[config.mk]
export PLATFORM = sky130hd
export DESIGN_NAME = perm_gen_ctrl
export DESIGN_NICKNAME = d
export VERILOG_FILES = /design/src/rtl/perm_pkg.sv /design/src/rtl/perm_used_bitmap.sv /design/src/rtl/perm_gen_ctrl.sv
export SDC_FILE = /design/constraint.sdc
export NUM_CORES = 1
export LEC_CHECK = 0
export BUFFER_PORTS_ARGS = -buffer_cell sky130_fd_sc_hd__buf_4
export CAP_MARGIN = 20
export CORE_MARGIN = 5
export CORE_UTILIZATION = 55
export CTS_CLUSTER_DIAMETER = 200
export DETAILED_ROUTE_END_ITERATION = 7
export PLACE_DENSITY = 0.81
export SLEW_MARGIN = 20
export SYNTH_ARGS = -nofsm -noshare
export SYNTH_HDL_FRONTEND = slang
export SYNTH_HIERARCHICAL = 1
export SYNTH_SLANG_ARGS = --single-unit
[constraint.sdc]
create_clock -name clk -period 10.44 [get_ports clk]
set_input_delay 1.044 -clock clk [delete_from_list [all_inputs] [get_ports clk]]
set_output_delay 1.044 -clock clk [all_outputs]
set_load 0.005 [all_outputs]
[src/rtl/perm_pkg.sv]
// Shared types and defaults for the permutation-table sequencer.
package perm_pkg;
  localparam int DEF_W         = 8;
  localparam int DEF_N         = 1 << DEF_W;
  localparam int DEF_MAX_TRIES = 4096;
  localparam int DEF_CNT_W     = 16;

  typedef enum logic [1:0] {IDLE, COLLECT, FILL, DONE} state_e;
endpackage

[src/rtl/perm_used_bitmap.sv]
// One flag per table symbol: marks values already written into the permutation.
module perm_used_bitmap #(
  parameter int W = 8
) (
  input  logic         clk,
  input  logic         rst,
  input  logic         clr,
  input  logic         set,
  input  logic [W-1:0] idx,
  output logic         used
);
  localparam int N = 1 << W;

  logic [N-1:0] bits;

  always_ff @(posedge clk or posedge rst) begin
    if (rst)      bits <= '0;
    else if (clr) bits <= '0;
    else if (set) bits[idx] <= 1'b1;
  end

  // Lookup and set share one index: a value is tested and claimed in the same cycle.
  assign used = bits[idx];
endmodule

[src/rtl/perm_gen_ctrl.sv]
// Builds a 2^W-entry permutation from a candidate stream, dropping repeats and
// completing the table by ascending scan if the stream times out.
module perm_gen_ctrl
  import perm_pkg::*;
#(
  parameter int W         = DEF_W,
  parameter int MAX_TRIES = DEF_MAX_TRIES,
  parameter int CNT_W     = DEF_CNT_W
) (
  input  logic             clk,
  input  logic             rst,
  input  logic             start,
  input  logic             cand_valid,
  input  logic [W-1:0]     cand_data,
  output logic             cand_ready,
  output logic             tbl_we,
  output logic [W-1:0]     tbl_addr,
  output logic [W-1:0]     tbl_data,
  output logic             busy,
  output logic             perm_done,
  output logic [CNT_W-1:0] dup_count,
  output logic [W:0]       fill_count
);
  localparam int N     = 1 << W;
  localparam int TRY_W = $clog2(MAX_TRIES + 1);

  state_e           state;
  logic [W:0]       wr_cnt;
  logic [TRY_W-1:0] try_cnt;
  logic [W-1:0]     scan;
  logic [W-1:0]     lk_idx;
  logic             used_hit;
  logic             hs;
  logic             last_wr;
  logic             bm_set;
  logic             bm_clr;

  assign hs      = cand_valid & cand_ready;
  assign lk_idx  = (state == FILL) ? scan : cand_data;
  assign last_wr = (wr_cnt == (W+1)'(N - 1));
  assign bm_clr  = (state == IDLE) && start;
  assign bm_set  = ((state == COLLECT) && hs && !used_hit) || ((state == FILL) && !used_hit);

  perm_used_bitmap #(.W(W)) u_used (
    .clk  (clk),
    .rst  (rst),
    .clr  (bm_clr),
    .set  (bm_set),
    .idx  (lk_idx),
    .used (used_hit)
  );

  always_ff @(posedge clk or posedge rst) begin
    if (rst) begin
      state      <= IDLE;
      wr_cnt     <= '0;
      try_cnt    <= '0;
      scan       <= '0;
      cand_ready <= 1'b0;
      tbl_we     <= 1'b0;
      tbl_addr   <= '0;
      tbl_data   <= '0;
      busy       <= 1'b0;
      perm_done  <= 1'b0;
      dup_count  <= '0;
      fill_count <= '0;
    end else begin
      tbl_we    <= 1'b0;
      perm_done <= 1'b0;
      case (state)
        IDLE: if (start) begin
          wr_cnt     <= '0;
          try_cnt    <= '0;
          scan       <= '0;
          dup_count  <= '0;
          fill_count <= '0;
          busy       <= 1'b1;
          cand_ready <= 1'b1;
          state      <= COLLECT;
        end
        COLLECT: if (hs) begin
          try_cnt <= try_cnt + 1'b1;
          if (!used_hit) begin
            tbl_we   <= 1'b1;
            tbl_addr <= wr_cnt[W-1:0];
            tbl_data <= cand_data;
            wr_cnt   <= wr_cnt + 1'b1;
          end else if (dup_count != '1) begin
            dup_count <= dup_count + 1'b1;
          end
          // Completing the table wins over running out of tries on the same handshake.
          if (!used_hit && last_wr) begin
            cand_ready <= 1'b0;
            state      <= DONE;
          end else if (try_cnt == TRY_W'(MAX_TRIES - 1)) begin
            cand_ready <= 1'b0;
            state      <= FILL;
          end
        end
        FILL: begin
          scan <= scan + 1'b1;
          if (!used_hit) begin
            tbl_we     <= 1'b1;
            tbl_addr   <= wr_cnt[W-1:0];
            tbl_data   <= scan;
            wr_cnt     <= wr_cnt + 1'b1;
            fill_count <= fill_count + 1'b1;
            if (last_wr) state <= DONE;
          end
        end
        DONE: begin
          perm_done <= 1'b1;
          busy      <= 1'b0;
          state     <= IDLE;
        end
        default: state <= IDLE;
      endcase
    end
  end
endmodule

Word-level counts from Yosys, hierarchy flattened
Index checks and enable logic that the tools add are counted.
{"block": "totals", "regBits": 333, "in_bits": 12, "out_inout_bits": 45, "elab_cells": 108}
{"block": "classes", "addsub": 5, "order_cmp": 2, "eq_ne": 14, "muxes": 47, "bitwise_logic": 2, "reduce_logical": 25}
{"operator": "2-to-1 mux 256 bit", "count": 2}
{"operator": "OR 256 bit", "count": 1}
{"operator": "2-to-1 mux 16 bit", "count": 4}
{"operator": "2-to-1 mux 8 bit", "count": 7}
{"operator": "one-hot mux 8 bit (2 select lines)", "count": 3}
{"operator": "2-to-1 mux 9 bit", "count": 4}
{"operator": "one-hot mux 16 bit (2 select lines)", "count": 1}
{"operator": "one-hot mux 9 bit (3 select lines)", "count": 1}
{"operator": "2-to-1 mux 13 bit", "count": 2}
{"operator": "one-hot mux 13 bit (2 select lines)", "count": 1}
{"operator": "adder 9 x 1 -> 9 bit, second input constant", "count": 2}
{"operator": "one-hot mux 9 bit (2 select lines)", "count": 1}
{"operator": "adder 16 x 1 -> 16 bit, second input constant", "count": 1}
{"operator": "!= test 16 bit, second input constant", "count": 1}
{"operator": "adder 13 x 1 -> 13 bit, second input constant", "count": 1}
{"operator": "== test 13 x 12 -> 1 bit, second input constant", "count": 1}
{"operator": "2-to-1 mux 2 bit", "count": 6}
{"operator": "!= test 2 bit, second input constant", "count": 6}
{"operator": "AND reduction 5 bit", "count": 2}
{"operator": "nonzero test 2 bit", "count": 5}
{"operator": "== test 9 x 8 -> 1 bit, second input constant", "count": 1}
{"operator": "less-than comparator 8 x 9 -> 1 bit, second input constant", "count": 1}
{"operator": "2-to-1 mux 1 bit", "count": 9}
{"operator": "AND reduction 3 bit", "count": 3}
{"operator": "18 further kinds", "count": 29}

Longest topological paths before layout
Gate-level depths: netlist of run 1.
{"block": "logic_depth", "ltp_word": 9, "depth_mapped": 21, "depth_no_buf": 14}

Hierarchy
The synthesis of run 1 kept the hierarchy.
{"module": "perm_used_bitmap", "n_inst": 1, "cells_per_inst": 1043, "area_each_um2": 11173.2, "seq_area_each_um2": 6406.1}
{"module": "perm_gen_ctrl", "n_inst": 1, "cells_per_inst": 409, "area_each_um2": 4020.1, "seq_area_each_um2": 1926.8}

Worst setup path after synthesis of run 1
No wires, ideal clock.
{"block": "synth_timing", "path_type": "register to register", "from": "register state[0]", "to": "register u_used.bits[12]", "setup_time_ns": 0.072, "arrival_ns": 4.627, "t_required_ns": 10.368, "path_slack_ns": 5.741, "path_stages_with_launch": 22, "n_path_buf": 7, "period_less_slack_ns": 4.699, "path_cell_list": "dfrtp_1 inv_1 ha_1 clkbuf_1 clkbuf_1 mux2_2 and2_1 buf_2 buf_2 a22oi_1 a21oi_1 nor4_1 nor3_1 or3_1 clkbuf_1 nor2_1 clkbuf_1 nand2_1 nor3_1 clkbuf_1 a21oi_1 nor2_1"}
{"block": "synth_via", "word_cells_on_any_way": 21, "classes_between": "order compare (2); eq/ne (2); mux (7); bitwise (1); reduce/logical (9)"}
{"element": "start: declaration", "line": "perm_gen_ctrl.sv:27", "text": "state_e state;"}
{"element": "start signal: assignment", "line": "perm_gen_ctrl.sv:55", "text": "state <= IDLE;"}
{"element": "start signal: assignment", "line": "perm_gen_ctrl.sv:79", "text": "state <= COLLECT;"}
{"element": "start signal: assignment", "line": "perm_gen_ctrl.sv:94", "text": "state <= DONE;"}
{"element": "== test 2 bit (*)", "line": "perm_gen_ctrl.sv:39", "text": "assign lk_idx = (state == FILL) ? scan : cand_data;"}
{"element": "2-to-1 mux 8 bit (*)", "line": "perm_gen_ctrl.sv:39"}
{"element": "named net lk_idx[3]", "line": "perm_gen_ctrl.sv:31", "text": "logic [W-1:0] lk_idx;"}
{"element": "binary-select mux 1 bit (select 8 bit) (*)", "line": "perm_used_bitmap.sv:23", "text": "assign used = bits[idx];"}
{"element": "2-to-1 mux 1 bit (implied by the code) (*)", "line": "perm_used_bitmap.sv:23"}
{"element": "named net used_hit", "line": "perm_gen_ctrl.sv:32", "text": "logic used_hit;"}
{"element": "logical NOT 1 bit (*)"}
{"element": "logical AND 1 bit", "line": "perm_gen_ctrl.sv:42", "text": "assign bm_set = ((state == COLLECT) && hs && !used_hit) || ((state == FILL) && !used_hit);"}
{"element": "logical OR 1 bit (*)", "line": "perm_gen_ctrl.sv:42"}
{"element": "named net bm_set", "line": "perm_gen_ctrl.sv:35", "text": "logic bm_set;"}
{"element": "nonzero test 2 bit (no line) (*)"}
{"element": "end signal: assignment", "line": "perm_used_bitmap.sv:17", "text": "if (rst) bits <= '0;"}
{"element": "end signal: assignment", "line": "perm_used_bitmap.sv:18", "text": "else if (clr) bits <= '0;"}
{"element": "end signal: indexed assignment", "line": "perm_used_bitmap.sv:19", "text": "else if (set) bits[idx] <= 1'b1;"}
{"element": "end: declaration", "line": "perm_used_bitmap.sv:14", "text": "logic [N-1:0] bits;"}
Mark *: on every way through the listed nets, which the timed path passes. The rest lies on a longest branch. The select of a mux whose other input is x is not followed.
A chain may end at the register's enable or synchronous reset.

Final worst setup path of run 1
{"block": "layout_timing", "from": "register state[0]", "to": "register u_used.bits[173]"}
Same word-level chain as after synthesis.

==> results of run 1 <==
layout make-up:
cell class | instances | area [um2] | share of cell area (%)
repair buffers | 77 | 606 | 3.56
clock inverters | 7 | 116 | 0.684
multi-input cells | 1003 | 6420 | 37.7
well taps | 372 | 465 | 2.74
inverters | 12 | 58.8 | 0.346
clock buffers | 49 | 1010 | 5.93
flip-flops and latches | 333 | 8330 | 49.0
routing by layer:
layer / GRT usage (%) / wire, um / vias up
li1: - / - / 5151
met1: 32.6 / 14900 / 5880
met2: 40.0 / 18300 / 528
met3: 4.52 / 2940 / 94
met4: 7.57 / 1030 / 0
met5: 0 / 0 / -
power by group:
group          switching [W]  internal (W)  total [W]
combinational      0.0000653     0.0000196  0.0000848
sequential                 0       0.00129    0.00129
clock               0.000484      0.000743    0.00123
cells by family after synthesis:
kind of cell               count (synthesis)  share of synthesized area [%]
muxes                                     93                           11.8
buffers and inverters                    116                           3.42
and+or+nand+nor                          507                           14.4
AOI/OAI and AO/OA                        371                           13.5
xor gates and xnor gates                  22                           1.27
DFF                                      333                           54.8
adders and majority gates                 10                          0.824
placed cells by master (no fill, tap or decap), types with 9 or more instances in the layout:
cell type    n
and3_1      14
clkbuf_16   35
o21ai_0     23
xor2_1      14
a22oi_1     32
nand2_1     70
nand3_1     12
inv_1        9
a21oi_1    280
nor2_1     309
nand4_1     16
nor2_2      15
mux4_2      56
nor3_1      16
buf_4       74
dfrtp_1    333
mux2_2      23
nand2b_1     9
ha_1        10
registers in the layout (all words and copies together) (netlist names):
name         count
try_cnt         13
perm_done        1
state            2
wr_cnt           9
tbl_we           1
u_used/bits    256
cand_ready       1
busy             1
dup_count       16
tbl_addr         8
tbl_data         8
scan             8
fill_count       9
critical path: stages, from the launching register on:
cell and delay, ps:
dfrtp_1 430, inv_1 90, ha_1 260, mux2_4 690, buf_4 740, mux4_2 590
a22oi_1 290, a21oi_1 140, nor4_2 260, o22ai_1 170, or3_1 650, nor2_1 620
nand2_1 290, nor2_1 990, a21oi_1 180, nor2_1 140
metrics by stage:
stage	hold slack (ps)	cell area [um2]	util, %
3_5_place_dp	479	15800	58.3
6_report	491	17000	62.8
5_1_grt	512	17000	62.8
4_1_cts	494	16900	62.5
2_1_floorplan	454	15200	-
3_3_place_gp	468	15800	58.3
path summary, 6_finish.rpt:
check / endpoint / start / slack [ps]
min in group asynchronous: cand_ready$_DFFE_PP0P_ / rst / 670
worst max-delay path: u_used/bits[173]$_DFFE_PP0P_ / state[0]$_DFFE_PP0P_ / 3800
worst max register to register: u_used/bits[173]$_DFFE_PP0P_ / state[0]$_DFFE_PP0P_ / 3800
worst min register to register: u_used/bits[242]$_DFFE_PP0P_ / u_used/bits[242]$_DFFE_PP0P_ / 490
max in group asynchronous: u_used/bits[171]$_DFFE_PP0P_ / rst / 8300
worst min-delay path: u_used/bits[242]$_DFFE_PP0P_ / u_used/bits[242]$_DFFE_PP0P_ / 490
==> flow_metrics.py, run 1 <==
metrics = {
    "worst_hold_path": {
        "min_path_cells": 2,
        "hp-class": "reg2reg",
    },
    "synthesis": {
        "yosysMostFrequentCell": "dfrtp_1",
        "yosysTopAreaCellShare_pct": 54.8,
        "netlist_area_um2": 15200,
        "syn-instance-count": 1452,
        "synth.yosys.seq_area_share_pct": 54.8,
        "ys.flop_type": "dfrtp_1",
        "async_reset_ff_share_pct": 100,
        "yosysUniqueCellTypes": 57,
        "synth_edf_count": 0,
        "ys_top_cells_by_count": "dfrtp_1, nor2_1, a21oi_1",
        "yosysTopAreaCell": "dfrtp_1",
        "synth_nets": 1474,
        "synth.avg_cell_area_um2": 10.5,
        "synth-seq-cells": 333,
        "ys.warnings.count": 6,
        "synthTopCellsByArea": "dfrtp_1, a21oi_1, mux4_2",
    },
    "placement": {
        "port_buffers": 56,
        "hpwl_mm": 22.5,
        "gp_congestion": 0.925,
        "pre_cts_slack_ps": 3640,
        "dp_cells": 1795,
    },
    "floorplanning": {
        "chipWidth_um": 176,
        "std_cell_rows": 60,
        "start_util_pct": 56.1,
        "io_pins": 57,
        "fp.dieH_um": 176,
        "die-area_um2": 31000,
        "core_area_um2": 27100,
    },
    "detailed_routing": {
        "drt_wl_total_mm": 37.2,
        "drc_errors": 0,
        "num_vias": 11700,
        "vias_per_cell": 6.29,
        "dr.pass1.iters": 8,
        "wl_per_cell_um": 20.1,
        "ant_nets": 0,
        "drtIter0Drc": 1307,
    },
    "clocking": {
        "cts_setup_buffers": 0,
        "root_buffer": "clkbuf_16",
        "cts_hold_buf": 0,
        "numCtsBuffers": 34,
        "clk_latency_ps": 520,
        "path_clk_slew_ps": 60,
        "ctsResizeCount": 0,
        "cts_tree": "yes",
        "cts.sinks": 333,
        "cts_max_level": 2,
        "clock_path_buffers": 3,
    },
    "timing": {
        "max_freq_mhz": 151,
        "rsz0062_at_grt": "no",
        "tns_ps": 0,
        "final_hold_viol_count": 0,
        "slew_violations": 0,
        "setup_viol": 0,
        "finClkSkew_ps": 29.1,
        "layout_setup_ws_ps": 3800,
        "fin_crit_ps": 6640,
        "worstMarginPinSlew_ps": 1220,
        "slew_headroom_pct": 18.1,
        "fin_crit_sh_pct": 63.6,
    },
    "final_layout": {
        "fin_cells": 1853,
        "nets": 1483,
        "diodes": 0,
        "n_fill_cell": 2050,
        "area_growth_pct": 11.9,
        "drive_above_1_share_pct": 16.1,
    },
    "critical_path": {
        "required_ps": 10880,
        "cp_max_fo": 40,
        "worst-endpoint-arrival_ps": 7080,
        "criticalPathCategory": "reg2reg",
        "end_kind": "flip-flop",
        "reg2regPathDepth": 15,
        "start_kind": "flip-flop",
    },
    "grt": {
        "grt_overflow_total": 0,
        "grt_antenna_before_repair": 0,
        "first_global_vias": 11600,
        "grt_max_degree": 147,
        "grt_pass1_wl_mm": 61.4,
        "grt_use_total_pct": 24.1,
    },
    "status": {
        "status": "finished, final reports clean",
    },
    "power": {
        "power.density_nw_per_um2": 153,
        "p_leak_nw": 8.18,
        "irDropWorstVdd_v": 0.000128,
        "finalPower_w": 0.00260,
    },
    "job": {
        "max-cap-violations": 0,
    },
}
Note: power is estimated with default switching activity, not from simulation.
==> run 2, diff against run 1 <==
==> constraint.sdc (replaced) <==
create_clock -name clk -period 6.4 [get_ports clk]
set_input_delay 0.64 -clock clk [delete_from_list [all_inputs] [get_ports clk]]
set_output_delay 0.64 -clock clk [all_outputs]
set_load 0.005 [all_outputs]
==> flow_metrics.py, run 2 (synthesis gave the netlist of run 1 again) <==
metrics = {
    "status": {
        "status": "finished, final reports clean",
    },
    "timing": {
        "final_hold_viol_count": 0,
        "worstMarginPinSlew_ps": 1120,
        "fin_crit_ps": 5530,
        "tns_ps": 0,
        "slew_headroom_pct": 25.0,
        "setup_viol": 0,
        "rsz0062_at_grt": "no",
        "fin_crit_sh_pct": 86.4,
        "holdWs_ps": 188,
        "max_freq_mhz": 181,
        "slew_violations": 0,
        "finClkSkew_ps": 33.2,
    },
    "worst_hold_path": {
        "hp-class": "in2async",
    },
    "clocking": {
        "clock_path_buffers": 3,
        "cts_tree": "yes",
        "ctsResizeCount": 0,
        "path_clk_slew_ps": 60,
        "cts_hold_buf": 0,
        "cts_setup_buffers": 0,
        "numCtsBuffers": 34,
        "root_buffer": "clkbuf_16",
        "clk_latency_ps": 530,
        "cts_max_level": 2,
        "cts.sinks": 333,
    },
    "critical_path": {
        "reg2reg_to": "u_used/bits[105]$_DFFE_PP0P_",
        "required_ps": 6840,
        "rr_startpoint": "state[0]$_DFFE_PP0P_",
        "start_kind": "flip-flop",
        "rrSetupSlack_ps": 870,
        "cp_max_fo": 31,
        "criticalPathCategory": "reg2reg",
        "worst-endpoint-arrival_ps": 5970,
        "end_kind": "flip-flop",
        "cpMaxStageDelayCell": "mux2_4",
        "reg2regPathDepth": 17,
        "critPathMaxStageDelay_ps": 640,
        "cp_cell_sequence": "inv_1 -> ha_1 -> mux2_4 -> buf_4 -> mux4_1 -> a22oi_1 -> a21oi_1 -> nor4_1 -> nor3_1 -> or3_1 -> nor2_1 -> buf_4 -> nand2_1 -> nor2_1 -> buf_4 -> a21oi_1 -> nor2_1",
    },
    "final_layout": {
        "ff_latch_area_um2": 8330,
        "diodes": 0,
        "n_fill_cell": 2011,
        "fin_cells": 1872,
        "final_common_cell": "dfrtp_1",
        "multiInputGateArea_um2": 6390,
        "finalInstanceArea_um2": 17100,
        "drive_above_1_share_pct": 16.6,
        "reg_top3": "u_used/bits (256), dup_count (16), try_cnt (13)",
        "nets": 1500,
        "area_growth_pct": 12.6,
        "largest_register": "u_used/bits",
        "layout_common_cells": "dfrtp_1, nor2_1, a21oi_1, buf_4, nand2_1",
        "largest_reg_flops": 256,
    },
    "floorplanning": {
        "std_cell_rows": 60,
        "start_util_pct": 56.1,
        "die-area_um2": 31000,
        "fp.dieH_um": 176,
        "io_pins": 57,
        "core_area_um2": 27100,
        "chipWidth_um": 176,
    },
    "power": {
        "irDropWorstVdd_v": 0.000250,
        "power.density_nw_per_um2": 246,
        "power_switching_w": 0.000919,
        "seq_power_share_pct": 50.1,
        "pwr-share-comb_pct": 3.4,
        "p_clk_share_pct": 46.5,
        "p_sw_share_pct": 21.9,
        "p_leak_nw": 8.26,
        "finalPower_w": 0.00421,
        "p_int_w": 0.00329,
    },
    "placement": {
        "hpwl_mm": 23.9,
        "place_area_um2": 16000,
        "port_buffers": 56,
        "dp_cells": 1813,
        "gp_congestion": 0.892,
    },
    "grt": {
        "grt_antenna_before_repair": 0,
        "grt_use_total_pct": 25.0,
        "first_global_vias": 12000,
        "grt_max_degree": 113,
        "grt_pass1_wl_mm": 63.5,
        "grt_overflow_total": 0,
    },
    "detailed_routing": {
        "dr.pass1.iters": 6,
        "drt_wl_total_mm": 38.5,
        "vias_per_cell": 6.32,
        "wl_per_cell_um": 20.5,
        "ant_nets": 0,
        "num_vias": 11800,
        "drc_errors": 0,
        "drtIter0Drc": 1834,
    },
    "job": {
        "max-cap-violations": 0,
    },
}
-- run 2: cell count changes in the layout (fill, tap and decap cells not counted), moves of 4 or more --
cell      before  now
buf_4         74   89
nor2_1       309  317
nor2_2        15    7
buf_12         0    4
clkinv_2       3    7
-- run 2: power by group through the flow --
stage                     Clock [W]  Combinational (W)  Sequential [W]
after floorplan                   0          0.0000956         0.00214
after CTS                   0.00199           0.000141         0.00211
final                       0.00196           0.000143         0.00211
after global routing        0.00207           0.000157         0.00210
after detailed placement          0           0.000141         0.00214
after global placement            0           0.000139         0.00214
-- run 2: worst max-delay path by stage --
| stage | start | endpoint | slack [ps] | cells past startpoint |
|---|---|---|---|---|
| after CTS | state[0]$_DFFE_PP0P_ | u_used/bits[105]$_DFFE_PP0P_ | 950 | 17 |
| after global routing | state[0]$_DFFE_PP0P_ | u_used/bits[169]$_DFFE_PP0P_ | 500 | 17 |
| after global placement | state[0]$_DFFE_PP0P_ | u_used/bits[153]$_DFFE_PP0P_ | 1140 | 17 |
| final | state[0]$_DFFE_PP0P_ | u_used/bits[105]$_DFFE_PP0P_ | 870 | 17 |
| after floorplan | state[0]$_DFFE_PP0P_ | u_used/bits[12]$_DFFE_PP0P_ | 1700 | 21 |
| after detailed placement | state[0]$_DFFE_PP0P_ | u_used/bits[105]$_DFFE_PP0P_ | 990 | 17 |
-- run 2: final cells by class --
type,instances,share of cell area [%]
clock inverters,10,0.717
well taps,372,2.72
repair buffers,94,4.44
inverters,12,0.322
flip-flops and latches,333,48.7
multi-input cells,1003,37.4
clock buffers,48,5.70
-- run 2: per-layer routing --
metal	GRT usage (%)	up-vias	routed length, um	share of wire (%)
met5	0	-	0	0
met4	8.90	0	1440	3.7
met3	5.12	143	3330	8.7
met2	40.7	658	18500	48
met1	33.6	5861	15200	40
li1	-	5172	-	-
-- run 2: per-stage QoR --
step                utilization, %  setup slack, ps
floorplan                        -             1700
global placement              58.9             1140
detailed placement            58.9              993
CTS                           63.0              946
global route                  63.1              505
finish                        63.1              871
-- run 2: worst max-delay path, delay by kind of cell, from the launching register on --
kind	cells	cell delay (ps)
multiplexers	2	1230
flip-flops	1	420
AO/OA/AOI/OAI	3	410
AND/OR/NAND/NOR	7	2140
adder cells (fa/ha/maj)	1	260
buffers and inverters	4	980
==> run 3, diff against run 2 <==
--- a/config.mk
+++ b/config.mk
@@ -9,6 +9,7 @@
 export CAP_MARGIN = 20
 export CORE_MARGIN = 5
 export CORE_UTILIZATION = 55
+export CTS_BUF_LIST = sky130_fd_sc_hd__clkbuf_16
 export CTS_CLUSTER_DIAMETER = 200
 export DETAILED_ROUTE_END_ITERATION = 7
 export PLACE_DENSITY = 0.81
==> flow_metrics.py, run 3 (synthesis gave the netlist of run 1 again) <==
metrics = {
    "status": {
        "status": "finished, final reports clean",
    },
    "timing": {
        "slew_violations": 0,
        "tns_ps": 0,
        "setup_viol": 0,
        "layout_setup_ws_ps": 809,
        "finClkSkew_ps": 30.2,
        "fin_crit_sh_pct": 87.4,
        "final_hold_viol_count": 0,
        "holdWs_ps": 194,
        "max_freq_mhz": 179,
        "rsz0062_at_grt": "no",
        "worstMarginPinSlew_ps": 1090,
        "slew_headroom_pct": 27.3,
        "fin_crit_ps": 5590,
    },
    "detailed_routing": {
        "ant_nets": 0,
        "wl_per_cell_um": 20.5,
        "drtIter0Drc": 1613,
        "vias_per_cell": 6.29,
        "drc_errors": 0,
        "num_vias": 11800,
        "dr.pass1.iters": 6,
        "drt_wl_total_mm": 38.3,
    },
    "critical_path": {
        "required_ps": 6840,
        "worst-endpoint-arrival_ps": 6030,
        "rr_startpoint": "state[0]$_DFFE_PP0P_",
        "end_kind": "flip-flop",
        "start_kind": "flip-flop",
        "reg2regPathDepth": 17,
        "cp_max_fo": 62,
        "reg2reg_to": "u_used/bits[105]$_DFFE_PP0P_",
        "criticalPathCategory": "reg2reg",
        "rrSetupSlack_ps": 810,
    },
    "clocking": {
        "cts_hold_buf": 0,
        "ctsResizeCount": 0,
        "cts.sinks": 333,
        "path_clk_slew_ps": 60,
        "cts_max_level": 2,
        "cts_tree": "yes",
        "clock_path_buffers": 3,
        "cts_setup_buffers": 0,
        "root_buffer": "clkbuf_16",
        "numCtsBuffers": 34,
        "clk_latency_ps": 530,
    },
    "floorplanning": {
        "die-area_um2": 31000,
        "io_pins": 57,
        "chipWidth_um": 176,
        "core_area_um2": 27100,
        "std_cell_rows": 60,
        "fp.dieH_um": 176,
        "start_util_pct": 56.1,
    },
    "final_layout": {
        "final_common_cell": "dfrtp_1",
        "nets": 1500,
        "layout_common_cells": "dfrtp_1, nor2_1, a21oi_1, buf_4, nand2_1",
        "area_growth_pct": 12.2,
        "diodes": 0,
        "ff_latch_area_um2": 8330,
        "drive_above_1_share_pct": 16.3,
        "multiInputGateArea_um2": 6390,
        "largest_register": "u_used/bits",
        "reg_top3": "u_used/bits (256), dup_count (16), try_cnt (13)",
        "largest_reg_flops": 256,
        "n_fill_cell": 2014,
    },
    "grt": {
        "grt_pass1_wl_mm": 63.3,
        "grt_antenna_before_repair": 0,
        "grt_max_degree": 113,
        "grt_overflow_total": 0,
        "first_global_vias": 12000,
        "grt_use_total_pct": 24.9,
    },
    "placement": {
        "hpwl_mm": 23.9,
        "pre_cts_slack_ps": 993,
        "gp_congestion": 0.892,
        "port_buffers": 56,
    },
    "power": {
        "p_leak_nw": 8.27,
        "power.density_nw_per_um2": 242,
        "irDropWorstVdd_v": 0.000222,
    },
    "worst_hold_path": {
        "hp-class": "in2async",
    },
    "job": {
        "max-cap-violations": 0,
    },
}
[run 3: cell count changes in the layout (fill, tap and decap cells not counted)]
cell / before / now
clkbuf_1: 8 / 0
inv_1: 9 / 17
clkbuf_8: 5 / 0
clkinv_1: 0 / 5
[run 3: per-layer routing]
layer	global-route usage (%)	up-vias	wire length (um)
met5	0	-	0
met4	8.90	0	1370
met3	5.03	125	3370
met2	40.6	621	18500
met1	33.7	5864	15100
li1	-	5172	-
[run 3: area by class of cell]
cell class,count,share of cell area [%]
sequential,333,48.9
multi-input combinational,1003,37.5
clock buffer,35,5.14
timing repair buffer,94,4.45
tap,372,2.73
clock inverter,23,1.01
inverter,12,0.323
[run 3: per-stage QoR]
stage	area [um2]	total power [W]	std cells	util, %
CTS	17000	0.00416	1871	62.8
global placement	16000	0.00228	1813	58.9
floorplan	15200	0.00224	1452	-
detailed placement	16000	0.00228	1813	58.9
finish	17100	0.00413	1872	62.9
global route	17100	0.00426	1872	62.9
[run 3: worst max-delay path: stages, from the launching register on]
cell	delay, ps
dfrtp_1	420
inv_1	100
ha_1	260
mux2_4	870
buf_4	380
mux4_2	320
a22oi_1	280
a21oi_1	110
nor4_1	410
nor3_1	70
or3_1	600
nor2_1	190
buf_4	190
nand2_1	130
nor2_1	640
buf_4	310
a21oi_1	80
nor2_1	130
[run 3: power by group]
part / internal, W / switching [W]
clock: 0.00107 / 0.000806
sequential: 0.00211 / 0
combinational: 0.0000354 / 0.000108
[run 3: worst max path at each step]
stage,start,to,slack [ps],depth (start not counted)
floorplan,state[0]$_DFFE_PP0P_,u_used/bits[12]$_DFFE_PP0P_,1700,21
global placement,state[0]$_DFFE_PP0P_,u_used/bits[153]$_DFFE_PP0P_,1140,17
detailed placement,state[0]$_DFFE_PP0P_,u_used/bits[105]$_DFFE_PP0P_,990,17
CTS,state[0]$_DFFE_PP0P_,u_used/bits[105]$_DFFE_PP0P_,950,17
global route,state[0]$_DFFE_PP0P_,u_used/bits[169]$_DFFE_PP0P_,500,17
finish,state[0]$_DFFE_PP0P_,u_used/bits[105]$_DFFE_PP0P_,810,17
